===== src/rtl/instr_fetch.sv =====
// Single-issue instruction fetch stage: PC, instruction-memory request, held instruction, next-PC select.
// Define FETCH_PERF_CNT_EN to build the accepted/redirected instruction counters.
module instr_fetch #(
    parameter logic [31:0] RESET_PC = 32'h0000_0000
) (
    input  logic        clk,
    input  logic        rst_n,
    output logic        imem_req,
    output logic [31:0] imem_addr,
    input  logic        imem_ack,
    input  logic [31:0] imem_rdata,
    output logic        instr_valid,
    input  logic        instr_ready,
    output logic [31:0] instr,
    output logic [5:0]  opcode,
    output logic [31:0] pc,
    output logic [31:0] pc_plus4,
    input  logic        Jump,
    input  logic        BEQ,
    input  logic        BNE,
    input  logic        Zero,
    output logic [31:0] instr_count,
    output logic [31:0] redirect_count
);

    // Bit 0 is the memory request and bit 1 the valid flag, so both outputs come straight off a flop.
    typedef enum logic [1:0] {
        IDLE  = 2'b00,
        FETCH = 2'b01,
        HOLD  = 2'b10
    } state_t;

    state_t      state, state_nxt;
    logic        fetch_done;
    logic        accept;
    logic [31:0] next_pc;
    logic        redirect;
    logic [31:0] br_offset;
    logic [31:0] br_target;
    logic [31:0] jump_target;
    logic        br_taken;

    assign fetch_done = (state == FETCH) && imem_ack;
    assign accept     = (state == HOLD) && instr_ready;

    // NOTE: sequential state uses non-blocking assignments so every flop samples pre-edge values.
    always_ff @(posedge clk or negedge rst_n) begin
        if (!rst_n) begin
            state <= IDLE;
        end else begin
            state <= state_nxt;
        end
    end

    // NOTE: every signal driven here gets a default first, otherwise a latch is inferred.
    always_comb begin
        state_nxt = state;
        unique case (state)
            IDLE:    state_nxt = FETCH;
            FETCH:   if (imem_ack) state_nxt = HOLD;
            HOLD:    if (instr_ready) state_nxt = FETCH;
            default: state_nxt = IDLE;
        endcase
    end

    always_comb begin
        imem_req    = state[0];
        instr_valid = state[1];
    end

    assign pc_plus4    = pc + 32'd4;
    assign br_offset   = {{14{instr[15]}}, instr[15:0], 2'b00};
    assign br_target   = pc_plus4 + br_offset;
    assign jump_target = {pc_plus4[31:28], instr[25:0], 2'b00};
    assign br_taken    = (BEQ && Zero) || (BNE && !Zero);

    always_comb begin
        next_pc  = pc_plus4;
        redirect = 1'b0;
        if (Jump) begin
            next_pc  = jump_target;
            redirect = 1'b1;
        end else if (br_taken) begin
            next_pc  = br_target;
            redirect = 1'b1;
        end
    end

    always_ff @(posedge clk or negedge rst_n) begin
        if (!rst_n) begin
            pc    <= RESET_PC;
            instr <= '0;
        end else begin
            if (fetch_done) instr <= imem_rdata;
            if (accept)     pc    <= next_pc;
        end
    end

    assign imem_addr = pc;
    assign opcode    = instr[31:26];

`ifdef FETCH_PERF_CNT_EN
    always_ff @(posedge clk or negedge rst_n) begin
        if (!rst_n) begin
            instr_count    <= '0;
            redirect_count <= '0;
        end else if (accept) begin
            instr_count <= instr_count + 32'd1;
            if (redirect) redirect_count <= redirect_count + 32'd1;
        end
    end
`else
    assign instr_count    = '0;
    assign redirect_count = '0;
`endif

endmodule


===== config.mk =====
export PLATFORM = sky130hd
export DESIGN_NAME = instr_fetch
export DESIGN_NICKNAME = d
export VERILOG_FILES = /design/src/rtl/instr_fetch.sv
export SDC_FILE = /design/constraint.sdc
export NUM_CORES = 1
export LEC_CHECK = 0
export BUFFER_PORTS_ARGS = -buffer_cell sky130_fd_sc_hd__buf_2
export CORE_UTILIZATION = 45
export DETAILED_ROUTE_END_ITERATION = 8
export GPL_TIMING_DRIVEN = 0
export PLACE_DENSITY_LB_ADDON = 0.2
export SLEW_MARGIN = 15
export SYNTH_ARGS = -nofsm -noshare
export SYNTH_HDL_FRONTEND = slang
export SYNTH_SLANG_ARGS = --single-unit

===== constraint.sdc =====
create_clock -name clk -period 3.71 [get_ports clk]
set_clock_uncertainty 0.1 [all_clocks]
set_input_delay 0.1855 -clock clk [delete_from_list [all_inputs] [get_ports clk]]
set_output_delay 0.1855 -clock clk [all_outputs]
set_load 0.005 [all_outputs]

Word-level counts from Yosys, hierarchy flattened:

Cells that the tools add are included.

* RAM bits: 0
* logic and storage cells: 22
* memory bits (read-only): 0
* bits in registers: 66
* bits in latches: 0
* memories: 0
* output and inout bits: 200

* equal/unequal tests: 4
* reductions and logical operators: 8
* multiplexer cells: 5
* div/mod/pow operators: 0
* $add $sub $neg: 2
* bitwise operators: 0
* $mul: 0
* shifts and indexed selects: 0
* magnitude comparators: 0

Operators by type and width (count)
* two-way mux 32 bit: 2
* adder 32 x 3 -> 32 bit (second input constant): 1
* adder 32 bit: 1
* case mux 2 bit (3 select lines): 1
* logical AND 1 bit: 4
* two-way mux 2 bit: 2
* inequality test 2 bit (second input constant): 2
* == test 2 x 1 -> 1 bit (second input constant): 1
* == test 2 bit (second input constant): 1
* logical NOT 2 bit: 1
* AND reduction 2 bit: 1
* logical NOT 1 bit: 1
* logical OR 1 bit: 1

Depth between registers and ports, before layout:

Gate-level depths: netlist of run 1.

* depth in word-level cells: 5
* depth in mapped cells: 17
* depth with buffers taken out: 15

Least setup slack after synthesis of run 1:

Ideal clock, no wire load.

* path kind: flip-flop to flip-flop
* start point: register pc[4], in the netlist imem_addr[4]
* end point: register pc[29], in the netlist imem_addr[29]
* clock period less this slack: 4.150 ns
* arrival: 3.950 ns
* stages on the path, launching flop included: 18
* slack: -0.440 ns
* cell sequence: dfrtp_1 > and4_1 > and2_1 > clkbuf_1 > nand3_1 > nor2_1 > xor2_1 > ha_1 > clkbuf_1 > a21o_1 > a21o_1 > a221oi_1 > nand3b_1 > o31ai_1 > o21ai_1 > a221oi_1 > xor2_1 > a311oi_1

* cells in the longest elaborated chain, start to end: 4

RTL lines
* start, declared: RTL line 16 `output logic [31:0] pc,`
* start signal, assigned: RTL line 95 `if (accept) pc <= next_pc;`
* adder 32 x 3 -> 32 bit: RTL line 71 `assign pc_plus4 = pc + 32'd4;`
* net pc_plus4[18]: RTL line 17 `output logic [31:0] pc_plus4,`
* adder 32 bit: RTL line 73 `assign br_target = pc_plus4 + br_offset;`
* two-way mux 32 bit: RTL line 83 `end else if (br_taken) begin`
* two-way mux 32 bit: RTL line 80 `if (Jump) begin`

The timed path passes the listed nets, and every way through them passes these cells.
A chain may end at the register's enable or synchronous reset.

Final worst setup path of run 1:

* start point: register pc[6], in the netlist imem_addr[6]
* end point: register pc[31], in the netlist imem_addr[31]

* cells in the longest elaborated chain, start to end: 4

RTL lines (RTL line)
* adder 32 x 3 -> 32 bit *: 71
* adder 32 bit: 73
* two-way mux 32 bit: 83
* two-way mux 32 bit *: 80

Every way passes the cells marked *; elsewhere a longest branch is shown, timed or not.

==> results of run 1 <==
-- layout by cell type, fill, tap and decap left out, types with 9 or more instances in the layout --
| master | Yosys | final |
|---|---|---|
| a21o_1 | 18 | 18 |
| a21oi_1 | 55 | 52 |
| buf_2 | 0 | 168 |
| buf_4 | 107 | 148 |
| clkbuf_1 | 24 | 22 |
| clkbuf_16 | 0 | 9 |
| conb_1 | 1 | 70 |
| dfrtp_1 | 64 | 55 |
| dfrtp_2 | 0 | 9 |
| dlygate4sd3_1 | 0 | 33 |
| ha_1 | 36 | 26 |
| inv_1 | 11 | 11 |
| mux2_2 | 34 | 34 |
| nand2_1 | 69 | 67 |
| nand3_1 | 20 | 19 |
| nand4_1 | 12 | 12 |
| nor2_1 | 42 | 37 |
| nor3_1 | 11 | 9 |
| o21ai_0 | 35 | 28 |
| xnor2_1 | 33 | 20 |
| xnor2_2 | 0 | 10 |
| xor2_1 | 19 | 12 |
-- worst max-delay path by stage --
stage                 start             to  slack, ns  cells past startpoint
3_5_place_dp   imem_addr[2]  imem_addr[29]      -0.68                     16
2_1_floorplan  imem_addr[8]  imem_addr[29]     -0.009                     17
4_1_cts        imem_addr[8]  imem_addr[29]      -0.13                     16
3_3_place_gp   imem_addr[2]  imem_addr[29]      -0.69                     16
5_1_grt        imem_addr[6]  imem_addr[29]      -0.39                     16
6_report       imem_addr[6]  imem_addr[31]      -0.25                     17
-- logic make-up (layout without fill, tap and decap cells) --
| kind of cell | Yosys count | in the layout |
|---|---|---|
| xor gates and xnor gates | 52 | 52 |
| DFF | 64 | 64 |
| adders and majority gates | 37 | 37 |
| buffers and inverters | 147 | 403 |
| muxes | 37 | 37 |
| and+or+nand+nor | 197 | 197 |
| AOI/OAI and AO/OA | 168 | 168 |
| other | 1 | 70 |
-- worst reg2reg max path, stage by stage (launching register included) --
cell and delay [ns]:
dfrtp_2 0.39, and4_4 0.23, and3_4 0.25, and3_4 0.25
nand2_4 0.08, xnor2_4 0.19, ha_4 0.29, nand4_1 0.22
or3_1 0.40, a211oi_2 0.16, nand3b_1 0.23, o31ai_4 0.11
buf_4 0.14, buf_4 0.12, o2111ai_1 0.18, o211ai_1 0.23
a41o_1 0.26, nand4_1 0.06
-- cell type report --
type | instances | area (sq um)
Buffer | 130 | 908
Clock buffer | 13 | 250
Clock inverter | 3 | 17.5
Fill cell | 1064 | 4100
Inverter | 12 | 45.0
Multi-Input combinational cell | 561 | 4040
Sequential cell | 64 | 1610
Tap cell | 172 | 215
Timing Repair Buffer | 245 | 1530
-- power by group through the flow --
stage          registers (W)  clock network [W]  logic (W)
3_3_place_gp         0.00155                  0    0.00467
5_1_grt              0.00162           0.000830    0.00617
4_1_cts              0.00152           0.000790    0.00519
3_5_place_dp         0.00155                  0    0.00471
2_1_floorplan        0.00145                  0    0.00335
6_report             0.00156           0.000785    0.00565
-- sequential cells by signal (all words and copies together) (netlist names) --
signal / count
imem_addr: 30
state: 2
instr: 32
-- metal layers --
metal  wire length [um]  vias to the layer above  GRT usage (%)
met5                  0                        -              0
met4                418                        0           8.95
met3               1630                       36           5.15
met2               8940                      319           43.6
met1               7860                     2895           37.0
li1                   -                     2964              -
-- metrics by stage --
stage               std cells  cell area (sq um)  hold slack [ns]  total power, W  TNS [ns]
detailed placement       1114               7350          -0.0122         0.00626     -4.23
global placement         1113               7320            0.287         0.00622     -4.42
global route             1200               8620         0.000631         0.00862     -1.47
floorplan                 772               6260           -0.210         0.00480  -0.00885
finish                   1200               8620           0.0154         0.00800    -0.538
CTS                      1191               8340         0.000704         0.00750    -0.371
-- what timing repair did --
| action | in CTS | in global routing |
|---|---|---|
| pin swaps | 24 | 23 |
| endpoints found under the setup margin | 13 | 11 |
| buffers inserted | 30 | 12 |
| hold buffers | 33 | 0 |
| hold endpoints to repair | 96 | 0 |
| resized for setup | 40 | 43 |
==> results.toml, run 1 <==
[outcome]
run_status = "complete, but fails checks"
violations = "negative setup slack"

[clock_network]
clkSinkCount = 64
tritoncts.num_buffers = 9
clock_path_buffers = 2
clock_insertion_delay_worst_skew_ns = 0.34
htree_levels = 3
cts_tree = "done"
clockRootBuffer = "clkbuf_16"
clock_transition_at_the_registers_of_the_reported_paths_ns = 0.06

[synthesis]
proportion_of_synthesized_area_in_mux_cells_pct = 6.96
async_reset_ff_share_pct = 100
count_of_distinct_cell_types_in_the_synthesized_netlist = 61
cell_area_after_technology_mapping_sq_um = 5930
synthTopCellsByArea = "dfrtp_1, buf_4, ha_1, mux2_2, xnor2_1"
yosysSeqAreaShare_pct = 27.0
synth-edff-count = 0
synthAdderAreaFrac_pct = 7.93
post_synth_and_or_nand_nor_area_fraction_pct = 16.2
netlist_instances = 703
synth-seq-cells = 64
synth_area_in_compound_gates_pct = 17.9
avgSynthCellArea_sq_um = 8.44
synth_top_cell_by_area = "dfrtp_1"
synth-warning-count = 0
largest_family_of_logic_cells_by_synthesized_area = "compound AO/OA/AOI/OAI gates"
synth-xor-area-share_pct = 7.68
dominantRegCellSynth = "dfrtp_1"
synth_top_area_share_pct = 27.0
post_synth_most_frequent_cells = "buf_4, nand2_1, dfrtp_1"
synthMostInstantiatedCell = "buf_4"

[setup_path]
critical_path.max_stage_delay_ns = 0.40
critical_path.reg2reg.endpoint = "imem_addr[31]"
setup_cp_type = "reg -> reg"
critical_path.max_fanout = 5
crit_path_cell_trace = "and4_4, and3_4, and3_4, nand2_4, xnor2_4, ha_4, nand4_1, or3_1, a211oi_2, nand3b_1, o31ai_4, buf_4, buf_4, o2111ai_1, o211ai_1, a41o_1, nand4_1"
worst_setup_start_kind = "flip-flop"
critPathCaptureType = "flip-flop"
cp.buffers_inverters = 2
timing.critical_path.arrival_ns = 4.12
critical-path-top-delay-family = "simple AND/OR/NAND/NOR gates"
timing.rr.start = "imem_addr[6]"
rrSetupSlack_ns = -0.25
critical-path-slowest-cell = "or3_1"
timing.critical_path.required_ns = 3.87
ff2ff_path_depth = 17

[timing]
slew_viol_final = 0
setup_slack_ns = -0.246
setup_viol = 4
timing.max_slew.rel_slack_pct = 14.1
period_needed_ns = 3.96
fmax_mhz = 253
final_min_period_over_clock_period_pct = 107
worst_pin_slew_ns = 1.29
finalHoldViolCount = 0
grt_setup_unrepaired = "true"

[power_and_ir_drop]
share_clk_of_total_power_pct = 9.8
switching_share_pct = 45.8
static-leakage-power_nw = 4.32
share_comb_of_total_power_pct = 70.7
pwr-share-seq_pct = 19.5
vdd_ir_drop_max_mv = 0.494
cell_internal_pwr_w = 0.00434
netSwitchingPower_w = 0.00366
p_per_area_nw_per_um2 = 928

[global_route]
overflow = 0
maximum_number_of_pins_on_one_net_before_global_route_repair = 48
grt_pass1_wl_um = 28200
number_of_global_route_vias_before_repair = 5476
grtUsageTotal_pct = 27.2
grt_antenna_before_repair = 0

[floorplan]
rows = 41
top_level_ports = 240
fp.dieArea_sq_um = 13600
die_height_um = 117
initial_utilization_pct = 46.6
die_x_um = 117
core_outline_area_sq_um = 12700

[run]
cap_violations = 0

[routing]
drt_wl_total_um = 18800
drt.antenna.violating_nets = 0
drt_first_iter_violations = 393
drtPass1Iterations = 5
viasPerCell = 5.18
via_count = 6214
routedWlPerCell_um = 15.7
detail_route.drc_violations = 0

[min_path]
min_from = "imem_rdata[15]"
worst_hold_path_type = "in -> reg"
whs_endpoint = "instr[15]"
worstHoldPathCells = 2

[place]
place_worst_setup_slack_ns = -0.683
numPortBuffers = 169
dpl_hpwl_um = 13100
gp_congestion = 0.946

[final_layout]
finish.net_count = 1100
antennaDiodeCount = 0
final_core_util_pct = 67.7
final_layout_size_suffix_gt1_share_pct = 44.0
syn_to_final_growth_pct = 45.3
Power figures use the tool's default switching activity.
==> run 2, diff against run 1 <==
Settings changed: SETUP_SLACK_MARGIN from default to 0.02, SLEW_MARGIN 15 to default.
==> results.toml, run 2 (same netlist as run 1, synthesis figures left out) <==
[setup_path]
critical-path-top-delay-family = "simple AND/OR/NAND/NOR gates"
timing.critical_path.arrival_ns = 4.23
crit_path_cell_trace = "buf_6, and4_4, and4_4, and3_4, nand2_1, xnor2_2, ha_1, nand4_1, or3_1, a211oi_1, nand3b_1, o31ai_4, buf_4, o2111ai_1, o211ai_1, a41o_1, nand4_1"
critical_path.max_fanout = 4
ff2ff_path_depth = 17
critical-path-slowest-cell = "or3_1"
timing.critical_path.required_ns = 3.87
critPathCaptureType = "flip-flop"
critical_path.reg2reg.endpoint = "imem_addr[31]"
cp.buffers_inverters = 2
timing.rr.start = "imem_addr[8]"
setup_cp_type = "reg -> reg"
worst_setup_start_kind = "flip-flop"
rrSetupSlack_ns = -0.36
critical_path.max_stage_delay_ns = 0.42

[routing]
drt.antenna.violating_nets = 0
routedWlPerCell_um = 15.6
drt_wl_total_um = 18600
via_count = 6103
viasPerCell = 5.12
drt_first_iter_violations = 389
drtPass1Iterations = 5
detail_route.drc_violations = 0

[global_route]
grt_antenna_before_repair = 0
number_of_global_route_vias_before_repair = 5454
maximum_number_of_pins_on_one_net_before_global_route_repair = 65
grt_pass1_wl_um = 28000
overflow = 0
grtUsageTotal_pct = 27.1

[floorplan]
top_level_ports = 240
fp.dieArea_sq_um = 13600
core_outline_area_sq_um = 12700
initial_utilization_pct = 46.6
rows = 41
die_height_um = 117
die_x_um = 117

[clock_network]
clock_transition_at_the_registers_of_the_reported_paths_ns = 0.05
cts_tree = "done"
clock_insertion_delay_worst_skew_ns = 0.33
clkSinkCount = 64
clockRootBuffer = "clkbuf_16"
tritoncts.num_buffers = 9
clock_path_buffers = 2
htree_levels = 3

[place]
place_worst_setup_slack_ns = -0.680
numPortBuffers = 169
detailed_place.area_sq_um = 7330
gp_congestion = 0.946
place.detailed.instances = 1113
dpl_hpwl_um = 12900

[timing]
final_min_period_over_clock_period_pct = 110
setup_viol = 8
timing.max_slew.rel_slack_pct = 29.8
grt_setup_unrepaired = "true"
worst_pin_slew_ns = 1.05
slew_viol_final = 0
setup_slack_ns = -0.362
period_needed_ns = 4.07
fmax_mhz = 246
finalHoldViolCount = 0

[final_layout]
combined_area_of_the_multi_input_logic_cells_sq_um = 3850
mostFrequentLayoutCells = "buf_2, buf_4, conb_1"
finish.instance_area_sq_um = 8330
layout.filler_cells = 1137
max_flop_register = "instr"
mostFrequentLayoutCell = "buf_2"
final_cells = 1192
antennaDiodeCount = 0
syn_to_final_growth_pct = 40.5
largest_reg_flops = 32
seqCellArea_sq_um = 1610
finish.net_count = 1092
final_layout_size_suffix_gt1_share_pct = 40.5

[outcome]
run_status = "complete, but fails checks"
violations = "negative setup slack"

[min_path]
worst_hold_path_type = "in -> reg"
whs_endpoint = "instr[15]"
min_from = "imem_rdata[15]"
worstHoldPathCells = 2

[power_and_ir_drop]
cell_internal_pwr_w = 0.00418
share_clk_of_total_power_pct = 10.1
netSwitchingPower_w = 0.00354
pwr-share-seq_pct = 19.8
switching_share_pct = 45.9
p_per_area_nw_per_um2 = 927
share_comb_of_total_power_pct = 70.0
static-leakage-power_nw = 4.23
vdd_ir_drop_max_mv = 0.450

[run]
cap_violations = 0
-- run 2: changes by cell type in the layout (fill, tap and decap cells not counted), sizes merged --
cell and delta:
buf -11, clkbuf +3
-- run 2: cell type report --
type | count | share of cell area, %
inverters | 12 | 0.541
repair buffers | 234 | 17.0
flip-flops and latches | 64 | 19.3
plain buffers | 133 | 11.1
clock inverters | 3 | 0.210
clock buffers | 13 | 3.00
multi-input cells | 561 | 46.2
well taps | 172 | 2.58
-- run 2: worst reg2reg max path, delay by kind of cell (launching register included) --
kind                       cells  cell delay, ns
AOI/OAI and AO/OA              5            0.96
and+or+nand+nor                8            1.76
buffers and inverters          2            0.27
DFF                            1            0.37
adders and majority gates      1            0.37
xor gates and xnor gates       1            0.17
-- run 2: what timing repair did --
| action | in CTS | in global routing |
|---|---|---|
| buffers inserted | 19 | 13 |
| hold endpoints to repair | 96 | 0 |
| gates resized for setup | 18 | 25 |
| setup endpoints to repair | 14 | 12 |
| hold buffers | 33 | 0 |
| pin swaps | 11 | 17 |
-- run 2: power groups by stage --
stage	registers [W]	clock network (W)	logic, W
after global routing	0.00159	0.000828	0.00593
after floorplan	0.00145	0	0.00335
after CTS	0.00151	0.000792	0.00501
after detailed placement	0.00155	0	0.00470
after global placement	0.00155	0	0.00467
final	0.00153	0.000783	0.00541
-- run 2: metrics by stage --
step / utilization, % / TNS (ns) / total power, W / hold WS (ns)
CTS: 64.0 / -0.757 / 0.00731 / 0.000483
floorplan: - / -0.00885 / 0.00480 / -0.210
finish: 65.5 / -1.74 / 0.00772 / 0.0117
detailed placement: 57.6 / -4.29 / 0.00625 / 0.246
global route: 65.5 / -3.10 / 0.00835 / 0.00302
global placement: 57.6 / -4.42 / 0.00622 / 0.287
-- run 2: how the worst max path moves through the flow --
stage | startpoint | endpoint | slack (ns) | cells past startpoint
finish | imem_addr[8] | imem_addr[31] | -0.36 | 17
detailed placement | imem_addr[2] | imem_addr[29] | -0.68 | 16
global route | imem_addr[8] | imem_addr[29] | -0.55 | 16
floorplan | imem_addr[8] | imem_addr[29] | -0.009 | 17
CTS | imem_addr[8] | imem_addr[29] | -0.24 | 17
global placement | imem_addr[2] | imem_addr[29] | -0.69 | 16
-- run 2: routing by layer --
layer	share of wire [%]	wire length (um)	global-route usage (%)	up-vias
li1	-	-	-	2939
met4	2.7	499	9.20	0
met1	41	7600	35.4	2824
met5	0	0	0	-
met2	48	8890	44.8	303
met3	8.5	1590	5.66	37
==> run 3, diff against run 2 <==
Settings changed: CELL_PAD_IN_SITES_DETAIL_PLACEMENT from default to 0, CELL_PAD_IN_SITES_GLOBAL_PLACEMENT from default to 2, CORE_UTILIZATION 45 to 25.
==> results.toml, run 3 (same netlist as run 1, synthesis figures left out) <==
[global_route]
grt_pass1_wl_um = 32700
overflow = 0
maximum_number_of_pins_on_one_net_before_global_route_repair = 34
number_of_global_route_vias_before_repair = 5532
grtUsageTotal_pct = 17.8
grt_antenna_before_repair = 0

[clock_network]
clockRootBuffer = "clkbuf_16"
clock_insertion_delay_worst_skew_ns = 0.35
clock_transition_at_the_registers_of_the_reported_paths_ns = 0.06
cts_tree = "done"
htree_levels = 3
clock_path_buffers = 2
clkSinkCount = 64
tritoncts.num_buffers = 9

[final_layout]
max_flop_register = "instr"
mostFrequentLayoutCell = "buf_2"
final_layout_size_suffix_gt1_share_pct = 42.2
finish.instance_area_sq_um = 8710
largest_reg_flops = 32
syn_to_final_growth_pct = 46.8
finish.net_count = 1097
final_core_util_pct = 37.9
antennaDiodeCount = 0
mostFrequentLayoutCells = "buf_2, buf_4, conb_1"

[power_and_ir_drop]
static-leakage-power_nw = 4.30
netSwitchingPower_w = 0.00367
p_per_area_nw_per_um2 = 915
share_clk_of_total_power_pct = 10.8
cell_internal_pwr_w = 0.00430
share_comb_of_total_power_pct = 69.5
vdd_ir_drop_max_mv = 0.322
pwr-share-seq_pct = 19.7
switching_share_pct = 46.0

[timing]
slew_viol_final = 0
worst_pin_slew_ns = 1.18
setup_slack_ns = -0.117
grt_setup_unrepaired = "true"
totalNegativeSetupSlack_ns = -0.279
fmax_mhz = 261
period_needed_ns = 3.83
final_min_period_over_clock_period_pct = 103
timing.max_slew.rel_slack_pct = 21.3
finalHoldViolCount = 0
setup_viol = 4

[setup_path]
worst_setup_start_kind = "flip-flop"
critical_path.max_stage_delay_ns = 0.36
setup_cp_type = "reg -> reg"
timing.critical_path.required_ns = 3.86
crit_path_cell_trace = "buf_6, and4_4, and4_4, nand3_4, nor2_4, xor2_2, ha_1, a21o_1, a21o_1, a221oi_2, nand3b_1, o31ai_4, o21ai_2, a221oi_2, xor2_1, a311oi_1"
timing.critical_path.arrival_ns = 3.98
critPathCaptureType = "flip-flop"
critical_path.max_fanout = 4
critical-path-slowest-cell = "dfrtp_1"

[floorplan]
core_outline_area_sq_um = 23000
initial_utilization_pct = 25.8
die_x_um = 156
fp.dieArea_sq_um = 24300
rows = 55
die_height_um = 156
top_level_ports = 240

[place]
numPortBuffers = 169
dpl_hpwl_um = 16200
gp_congestion = 0.797
detailed_place.area_sq_um = 7520
place_worst_setup_slack_ns = -0.861

[routing]
drt_first_iter_violations = 306
drtPass1Iterations = 4
via_count = 5866
drt.antenna.violating_nets = 0
routedWlPerCell_um = 16.2
detail_route.drc_violations = 0
viasPerCell = 4.38
drt_wl_total_um = 21600

[outcome]
run_status = "complete, but fails checks"
violations = "negative setup slack"

[run]
cap_violations = 0

[min_path]
worst_hold_path_type = "in -> async"
## run 3: worst paths after layout
| path | start | to | slack [ns] | depth (start not counted) |
|---|---|---|---|---|
| setup / recovery | imem_addr[8] | imem_addr[29] | -0.12 | 16 |
| min in group clk | Jump | imem_addr[15] | 0.26 | 4 |
| max in group asynchronous | rst_n | imem_addr[16] | 2.69 | 3 |
| hold reg to reg | state[1] | state[0] | 0.38 | 1 |
| setup reg to reg | imem_addr[8] | imem_addr[29] | -0.12 | 16 |
| hold / removal | rst_n | instr[27] | 0.25 | 2 |
## run 3: cell type report
cell class	instances	area, sq um
Buffer	133	930
Fill cell	2486	14300
Timing Repair Buffer	239	1470
Inverter	12	45.0
Clock inverter	4	45.0
Multi-Input combinational cell	561	3970
Sequential cell	64	1610
Clock buffer	12	236
Tap cell	313	392
## run 3: power by group through the flow
| stage | clock (W) | combinational, W | sequential (W) |
|---|---|---|---|
| after floorplan | 0 | 0.00335 | 0.00145 |
| after global placement | 0 | 0.00488 | 0.00160 |
| after detailed placement | 0 | 0.00484 | 0.00161 |
| after CTS | 0.000894 | 0.00535 | 0.00156 |
| after global routing | 0.000916 | 0.00614 | 0.00164 |
| final | 0.000863 | 0.00554 | 0.00157 |
## run 3: per-stage QoR
stage	power, W	hold slack [ns]	cells
finish	0.00797	0.250	1338
global route	0.00870	0.286	1338
CTS	0.00780	0.246	1328
detailed placement	0.00645	0.0910	1255
global placement	0.00648	0.289	1254
floorplan	0.00480	-0.210	772
## run 3: what timing repair did
item	4_1_cts	5_1_grt
endpoints found under the setup margin	15	12
hold endpoints to repair	66	0
resized for setup	36	31
pin swaps	20	9
hold buffers	35	0
buffers inserted	23	11
## run 3: worst max-delay path, delay by kind of cell (launching register included)
kind                       cells  cell delay, ns
AOI/OAI and AO/OA              7            1.61
and+or+nand+nor                5            0.96
DFF                            1            0.36
adders and majority gates      1            0.31
xor gates and xnor gates       2            0.29
buffers and inverters          1            0.11
## run 3: metal layers
metal  up-vias  global-route usage, %  part of all wire (%)
li1       2951                      -                     -
met1      2724                   23.8                    48
met2       172                   29.4                    46
met3        19                   3.44                   4.7
met4         0                   3.87                   1.3
met5         -                      0                     0
